**src/rtl/instr_decoder.sv**
```systemverilog
// Instruction decoder with a one-deep valid/ready output register, halt/trap FSM and retired counter.
// Optional feature: define DECODER_TRAP_EN to trap on illegal opcodes instead of dropping them.
module instr_decoder #(
  parameter int B     = 8,
  parameter int OP_B  = 4,
  parameter int R_B   = 2,
  parameter int CNT_B = 16,
  localparam int IW   = OP_B + 2*R_B + B
) (
  input  logic             clock,
  input  logic             reset_n,
  input  logic [IW-1:0]    in_instr,
  input  logic             in_valid,
  output logic             in_ready,
  output logic             out_valid,
  input  logic             out_ready,
  output logic [2:0]       alu_op,
  output logic             use_imm,
  output logic             reg_we,
  output logic [R_B-1:0]   rd,
  output logic [R_B-1:0]   rs,
  output logic [B-1:0]     imm,
  output logic             halted,
  output logic             trap,
  output logic [CNT_B-1:0] retired
);

  typedef enum logic [1:0] {RUN, HALTED, TRAP} state_t;

  localparam logic [OP_B-1:0] OP_NOP  = OP_B'(0);
  localparam logic [OP_B-1:0] OP_HALT = OP_B'(1);
  localparam logic [OP_B-1:0] OP_SET  = OP_B'(2);
  localparam logic [OP_B-1:0] OP_COPY = OP_B'(3);
  localparam logic [OP_B-1:0] OP_ADDR = OP_B'(4);
  localparam logic [OP_B-1:0] OP_ADDV = OP_B'(5);
  localparam logic [OP_B-1:0] OP_SUBR = OP_B'(6);
  localparam logic [OP_B-1:0] OP_SUBV = OP_B'(7);
  localparam logic [OP_B-1:0] OP_ANDR = OP_B'(8);
  localparam logic [OP_B-1:0] OP_ORR  = OP_B'(9);
  localparam logic [OP_B-1:0] OP_XORR = OP_B'(10);
  localparam logic [OP_B-1:0] OP_SHLV = OP_B'(11);

  localparam logic [2:0] ALU_ADD  = 3'd0;
  localparam logic [2:0] ALU_SUB  = 3'd1;
  localparam logic [2:0] ALU_AND  = 3'd2;
  localparam logic [2:0] ALU_OR   = 3'd3;
  localparam logic [2:0] ALU_XOR  = 3'd4;
  localparam logic [2:0] ALU_SHL  = 3'd5;
  localparam logic [2:0] ALU_PASS = 3'd6;

  // Returns {alu_op, use_imm, reg_we} for a legal, issuing opcode.
  function automatic logic [4:0] decode(input logic [OP_B-1:0] op);
    case (op)
      OP_SET:  return {ALU_PASS, 1'b1, 1'b1};
      OP_COPY: return {ALU_PASS, 1'b0, 1'b1};
      OP_ADDR: return {ALU_ADD,  1'b0, 1'b1};
      OP_ADDV: return {ALU_ADD,  1'b1, 1'b1};
      OP_SUBR: return {ALU_SUB,  1'b0, 1'b1};
      OP_SUBV: return {ALU_SUB,  1'b1, 1'b1};
      OP_ANDR: return {ALU_AND,  1'b0, 1'b1};
      OP_ORR:  return {ALU_OR,   1'b0, 1'b1};
      OP_XORR: return {ALU_XOR,  1'b0, 1'b1};
      OP_SHLV: return {ALU_SHL,  1'b1, 1'b1};
      default: return {ALU_PASS, 1'b0, 1'b0};
    endcase
  endfunction

  function automatic logic [CNT_B-1:0] sat_inc(input logic [CNT_B-1:0] v);
    return (v == {CNT_B{1'b1}}) ? v : v + CNT_B'(1);
  endfunction

  state_t state, state_nx;

  logic [OP_B-1:0]  op_p0;
  logic [R_B-1:0]   rd_p0, rs_p0;
  logic [B-1:0]     imm_p0;
  logic             accept_p0, legal_p0, issue_p0;
  logic [4:0]       dec_p0;

  logic             vld_p1;
  logic [2:0]       alu_op_p1;
  logic             use_imm_p1, reg_we_p1;
  logic [R_B-1:0]   rd_p1, rs_p1;
  logic [B-1:0]     imm_p1;
  logic [CNT_B-1:0] retired_p1;

  assign op_p0  = in_instr[IW-1 -: OP_B];
  assign rd_p0  = in_instr[IW-1-OP_B -: R_B];
  assign rs_p0  = in_instr[IW-1-OP_B-R_B -: R_B];
  assign imm_p0 = in_instr[B-1:0];
  assign dec_p0 = decode(op_p0);

  always_comb begin
    in_ready  = (state == RUN) && (!vld_p1 || out_ready);
    accept_p0 = in_valid && in_ready;
    legal_p0  = (op_p0 <= OP_SHLV);
    // halt and illegal opcodes are consumed without producing a micro-op
    issue_p0  = accept_p0 && legal_p0 && (op_p0 != OP_HALT);
    state_nx  = state;
    case (state)
      RUN: begin
        if (accept_p0 && op_p0 == OP_HALT) begin
          state_nx = HALTED;
        end
`ifdef DECODER_TRAP_EN
        else if (accept_p0 && !legal_p0) begin
          state_nx = TRAP;
        end
`endif
      end
      default: state_nx = state;
    endcase
  end

  always_ff @(posedge clock or negedge reset_n) begin
    if (!reset_n) begin
      state <= RUN;
    end else begin
      state <= state_nx;
    end
  end

  // ---- stage p0 -> p1: output register ----
  always_ff @(posedge clock or negedge reset_n) begin
    if (!reset_n) begin
      vld_p1     <= 1'b0;
      alu_op_p1  <= '0;
      use_imm_p1 <= 1'b0;
      reg_we_p1  <= 1'b0;
      rd_p1      <= '0;
      rs_p1      <= '0;
      imm_p1     <= '0;
      retired_p1 <= '0;
    end else begin
      vld_p1 <= issue_p0 || (vld_p1 && !out_ready);
      if (issue_p0) begin
        alu_op_p1  <= dec_p0[4:2];
        use_imm_p1 <= dec_p0[1];
        reg_we_p1  <= dec_p0[0];
        rd_p1      <= rd_p0;
        rs_p1      <= rs_p0;
        imm_p1     <= imm_p0;
      end
      if (vld_p1 && out_ready) begin
        retired_p1 <= sat_inc(retired_p1);
      end
    end
  end

  assign out_valid = vld_p1;
  assign alu_op    = alu_op_p1;
  assign use_imm   = use_imm_p1;
  assign reg_we    = reg_we_p1;
  assign rd        = rd_p1;
  assign rs        = rs_p1;
  assign imm       = imm_p1;
  assign retired   = retired_p1;
  assign halted    = (state == HALTED);
`ifdef DECODER_TRAP_EN
  assign trap      = (state == TRAP);
`else
  assign trap      = 1'b0;
`endif

endmodule

```
**config.mk**
```make
export PLATFORM = sky130hd
export DESIGN_NAME = instr_decoder
export DESIGN_NICKNAME = d
export VERILOG_FILES = /design/src/rtl/instr_decoder.sv
export SDC_FILE = /design/constraint.sdc
export NUM_CORES = 1
export LEC_CHECK = 0
export CORE_UTILIZATION = 41
export DETAILED_ROUTE_END_ITERATION = 6
export PLACE_DENSITY_LB_ADDON = 0.12
export REMOVE_ABC_BUFFERS = 1
export SLEW_MARGIN = 25
export SYNTH_ARGS = -nofsm -noshare
export SYNTH_HDL_FRONTEND = slang
export SYNTH_SLANG_ARGS = --single-unit
```
**constraint.sdc**
```tcl
create_clock -name clock -period 1.4 [get_ports clock]
set_input_delay 0.14 -clock clock [delete_from_list [all_inputs] [get_ports clock]]
set_output_delay 0.14 -clock clock [all_outputs]
set_load 0.005 [all_outputs]
```
---- Word-level counts from Yosys, hierarchy flattened ----
Memory sizes are Yosys's and may differ from the RTL's. A register that Yosys moved wholly into a read port is not among the register bits.
Cells that the tools add are included.
word-level totals
  register bits after elaboration ......... 30
  memory bits (read-only) ................. 80
  bits of input ports ..................... 20
  word-level logic and storage cells ...... 28
  memories kept ........................... 1
operators by class
  add/subtract/negate cells ............... 1
  $lt $le $gt $ge ......................... 1
  eq/ne operators ......................... 3
  bitwise gates (word level) .............. 1
  reduce and logical (&&, ||, !) cells .... 15
memory list
  memory            depth  width  read ports  clocked after memory_dff  wr ports  line  text
  (name not given)  16     5      1           1                         0         53    case (op)
operators with widths
  kind                     number
  $add A16 B1 Y16 const B  1
  $eq A16 B16 Y1 const B   1
  $logic_and A1 B1 Y1      7
  $eq A4 B1 Y1 const B     1
  $le A4 B4 Y1 const B     1
  $ne A4 B1 Y1 const B     1
  $reduce_and A2 Y1        2
  $logic_not A1 Y1         3
  $logic_not A2 Y1         1
  $logic_or A1 B1 Y1       2
  $not A1 Y1               1

---- Longest topological paths before layout ----
  depth in word-level cells ............... 7
  depth in mapped cells ................... 5
  mapped depth without buffers ............ 5

---- Least setup slack after synthesis ----
No wires, ideal clock.
  kind .................................... register to register
  start point ............................. register vld_p1 (netlist: out_valid)
  end point ............................... register imm_p1[4] (netlist: imm[4])
  setup time .............................. 0.125 ns
  data arrival time ....................... 1.491 ns
  required time ........................... 1.275 ns
  path slack .............................. -0.216 ns
  cell stages (with the launch flop) ...... 6
  path buffers ............................ 1
  period minus slack after synthesis ...... 1.616 ns
  cell sequence ........................... dfrtp_1 > nand2b_1 > nand3_2 > a221oi_4 > buf_6 > mux2_2
on the way
  word-level cells in the longest chain between the ends .. 6
RTL lines
  item                              line  text
  start, declared                   80    logic vld_p1;
  start signal, assigned            135   vld_p1 <= issue_p0 || (vld_p1 && !out_ready);
  $logic_not A1 Y1                  94    in_ready = (state == RUN) && (!vld_p1 || out_ready);
  $logic_or A1 B1 Y1                94
  $logic_and A1 B1 Y1               94
  $logic_and A1 B1 Y1               95    accept_p0 = in_valid && in_ready;
  $logic_and A1 B1 Y1 (2 in a row)  98    issue_p0 = accept_p0 && legal_p0 && (op_p0 != OP_HALT);
  end signal, assigned              142   imm_p1 <= imm_p0;
  end, declared                     84    logic [B-1:0] imm_p1;
Every way passes these cells.
A chain may end at the register's enable or synchronous reset.

---- Worst setup path after layout ----
  start point ............................. register retired_p1[6] (netlist: retired[6])
  end point ............................... register retired_p1[7] (netlist: retired[7])
on the way
  word-level cells in the longest chain between the ends .. 3
  elaborated cells between the ends (all ways) .. 4
  classes of those cells .................. add/sub: 1; eq/ne: 1; bitwise: 1; reduce/logical: 1
RTL lines
  item                                                     line  text
  start, declared                                          85    logic [CNT_B-1:0] retired_p1;
  start signal, assigned                                   145   retired_p1 <= sat_inc(retired_p1);
  branches (longest 3 deep; another with $add A16 B1 Y16)  n/a
Parallel ways; which one is timed is not known.

==> summary.txt <==
Syn Inst Count - 144
Syn_area_per_cell - 11.9 um2
Register bit total from synthesis - 35
Simple-Gate Fraction of Synth Area - 0.207
Root Buffer - clkbuf_8
Critical Path Start - retired[6]
Number of flops mapped to enable cells by yosys - 0
Static Leak - 1.48 nW
First-pass GRT wire length - 7700 um
Drt pass-1 iters - 4
Arrival time at the worst endpoint - 1.76 ns
Worst Hold Class - in -> async
Initial Util - 0.429
Number of warnings issued by yosys - 0
Total of max-cap violations - 0
Design Power - 0.00194 W
Final antenna diode count - 0
DRC Markers - 0
Top Ports - 57
Die ar. - 4450 um2
Placement row count - 23
Hpwl dp - 3270 um
Synth Area in XOR/XNOR - 0.0663
DIE HEIGHT - 66.7 um
Vias - 1611
Reg2reg start - retired[6]
Ys async rst share - 1.00
Pins over their slew limit - 0
Fmax - 646 MHz
GPL Wtd Cong - 0.849
Remaining Overflow, GRT - 0
Startpoint types - flip-flop
Violated checks - setup timing
Final Hold Fails - 0
Worst setup margin - -0.147 ns
Min Hold Slack - 0.219 ns
Fill cells - 272
Reg2Reg Setup Slack - -0.15 ns
Num CTS Buffers - 5
Number of clock sinks - 35
Final period utilization - 1.11
Antenna-violating nets left - 0
PD cells - 643 nW/um2
Synth area leaders - dfrtp_1 (51%), mux2_2 (9.2%), xnor2_1 (4.1%)
Synth Area in Compound Gates - 0.0663
Share of the synthesized area in the top cell type - 0.510
Cell accounting for the most synthesized area - dfrtp_1
Clock skew - 0.00339 ns
Mapped Area - 1720 um2
Die Wd - 66.7 um
Leading register cell type out of synthesis - dfrtp_1
Vias in the first global route - 1614
Critical Path Fanout Max - 4
Non-Filler Instances - 311
IO Port Bufs - 55
Dpl cells - 284
Clk pin slew, worst setup/hold paths - 0.06 ns
DR iter-0 viols - 75
TritonCTS clock tree - yes
Setup crit end kind - flip-flop
H-Tree Level Count - 2
Reg-to-Reg End - retired[7]
Core area - 4000 um2
Synthesis-to-finish area growth - 75.7%
Clock Tree Buf Depth - 2
Post-Synth Adder-Cell Area - 0.00728
Total routed wirelength - 5140 um
Final min period - 1.55 ns
Worst reg-to-reg path cell count - 5
Clock Latency Late Sink - 0.29 ns
Critical path type - reg -> reg
Drt wl/cell - 16.5 um
VDD IR max - 570 uV
Final setup vio count - 26
Sequential area share after synthesis - 0.510
Initial antenna violation count - 0
Mux cell area share after synthesis - 0.112
RSZ-0062 raised after global routing - yes
Overall Global Routing Usage - 0.238
DR vias/cell - 5.18
Critical path destination - retired[7]
Status - complete, but fails checks
Largest net degree at the start of global routing - 36
Distinct cell type count after synthesis - 42
Largest family of logic cells by synthesized area - simple AND/OR/NAND/NOR gates
Layout cells sized above 1 - 0.414
Post-layout nets - 281
Worst Path Required - 1.61 ns
cell type report:
class	count	area (um2)	area share
sequential	35	878	0.291
inverter	5	18.8	0.00622
clock buffer	8	100	0.0332
multi-input combinational	99	923	0.306
timing repair buffer	114	1040	0.343
tap	50	62.6	0.0207
per-layer routing:
metal	track usage	wire length, um	vias up
li1	-	-	754
met1	0.295	2090	797
met2	0.399	2720	48
met3	0.0479	220	12
met4	0.101	106	0
met5	0	0	-
stage by stage:
| stage | TNS, ns | setup WS [ns] | instance area (um2) | util |
|---|---|---|---|---|
| after floorplan | -4.13 | -0.285 | 1690 | - |
| after global placement | -7.77 | -0.336 | 2630 | 0.656 |
| after detailed placement | -9.17 | -0.414 | 2630 | 0.656 |
| after CTS | -2.56 | -0.134 | 2940 | 0.734 |
| after global routing | -4.96 | -0.240 | 3020 | 0.755 |
| final | -2.84 | -0.147 | 3020 | 0.755 |
placed cells by master, fill, tap and decap left out, types with 2 or more instances in the layout:
cell / Yosys / routed
buf_6: 1 / 11
nor4_4: 2 / 3
dfrtp_1: 35 / 33
dfrtp_2: 0 / 2
nor2_2: 1 / 2
nor2_1: 3 / 2
nor3_2: 0 / 2
xnor2_1: 8 / 8
mux2i_1: 2 / 2
o21ai_0: 6 / 5
and4_1: 2 / 2
xor2_1: 5 / 5
nand4_1: 6 / 6
nand2b_1: 4 / 4
mux2_4: 1 / 14
dlygate4sd2_1: 0 / 11
nor2b_1: 2 / 2
inv_2: 0 / 2
nor3_1: 5 / 2
nand2_1: 7 / 5
nand3_1: 9 / 8
dlymetal6s2s_1: 0 / 3
clkbuf_8: 0 / 7
nand3_2: 1 / 2
nor4_2: 0 / 2
nand2_2: 0 / 2
inv_1: 5 / 3
clkdlybuf4s50_1: 0 / 40
buf_4: 1 / 47
worst min-delay path by stage:
stage / start / to / slack, ns / cells past startpoint
2_1_floorplan: reset_n / alu_op[0] / -0.16 / 0
3_3_place_gp: rs[0] / rs[0] / 0.49 / 1
3_5_place_dp: imm[4] / imm[4] / 0.50 / 1
4_1_cts: reset_n / alu_op[1] / 0.23 / 2
5_1_grt: reset_n / alu_op[1] / 0.23 / 2
6_report: reset_n / alu_op[1] / 0.22 / 2
timing repair:
action,in CTS,in global routing
gates resized for setup,35,28
setup buffers,15,7
cloned,1,0
hold endpoints to repair,0,0
hold buffers,0,0
pin swaps,6,11
endpoints found under the setup margin,37,38
critical path: stages, from the launching register on:
cell,delay (ns)
dfrtp_1,0.38
nand3_1,0.20
nor4_4,0.43
buf_4,0.22
nand3b_1,0.13
xnor2_1,0.11
power by group:
part	switching [W]	internal (W)
registers	0.00000000226	0.00101
logic	0.0000593	0.0000779
clock network	0.000344	0.000449
cell families after synthesis:
| group | after synthesis |
|---|---|
| AND/OR/NAND/NOR | 53 |
| AO/OA/AOI/OAI | 14 |
| adder cells (fa/ha/maj) | 1 |
| buffers and inverters | 10 |
| multiplexers | 17 |
| flip-flops | 35 |
| XOR/XNOR | 13 |
| other | 1 |
synthesized netlist by cell type (all sizes together) (3+ instances only):
library cell and instances:
dfrtp 35, nand2 7, nor4 5, nor3 5, nand4 8, nor2 4, nand2b 4, xor2 5
mux2 15, nand3 10, o21ai 6, inv 5, buf 3, xnor2 8
registers in the layout, indices dropped and copies added (netlist names):
name and flops:
imm 8, out_valid 1, alu_op 3, use_imm 1, rs 2, rd 2
retired 16, reg_we 1, state 1
Note: power is estimated with default switching activity, not from simulation.
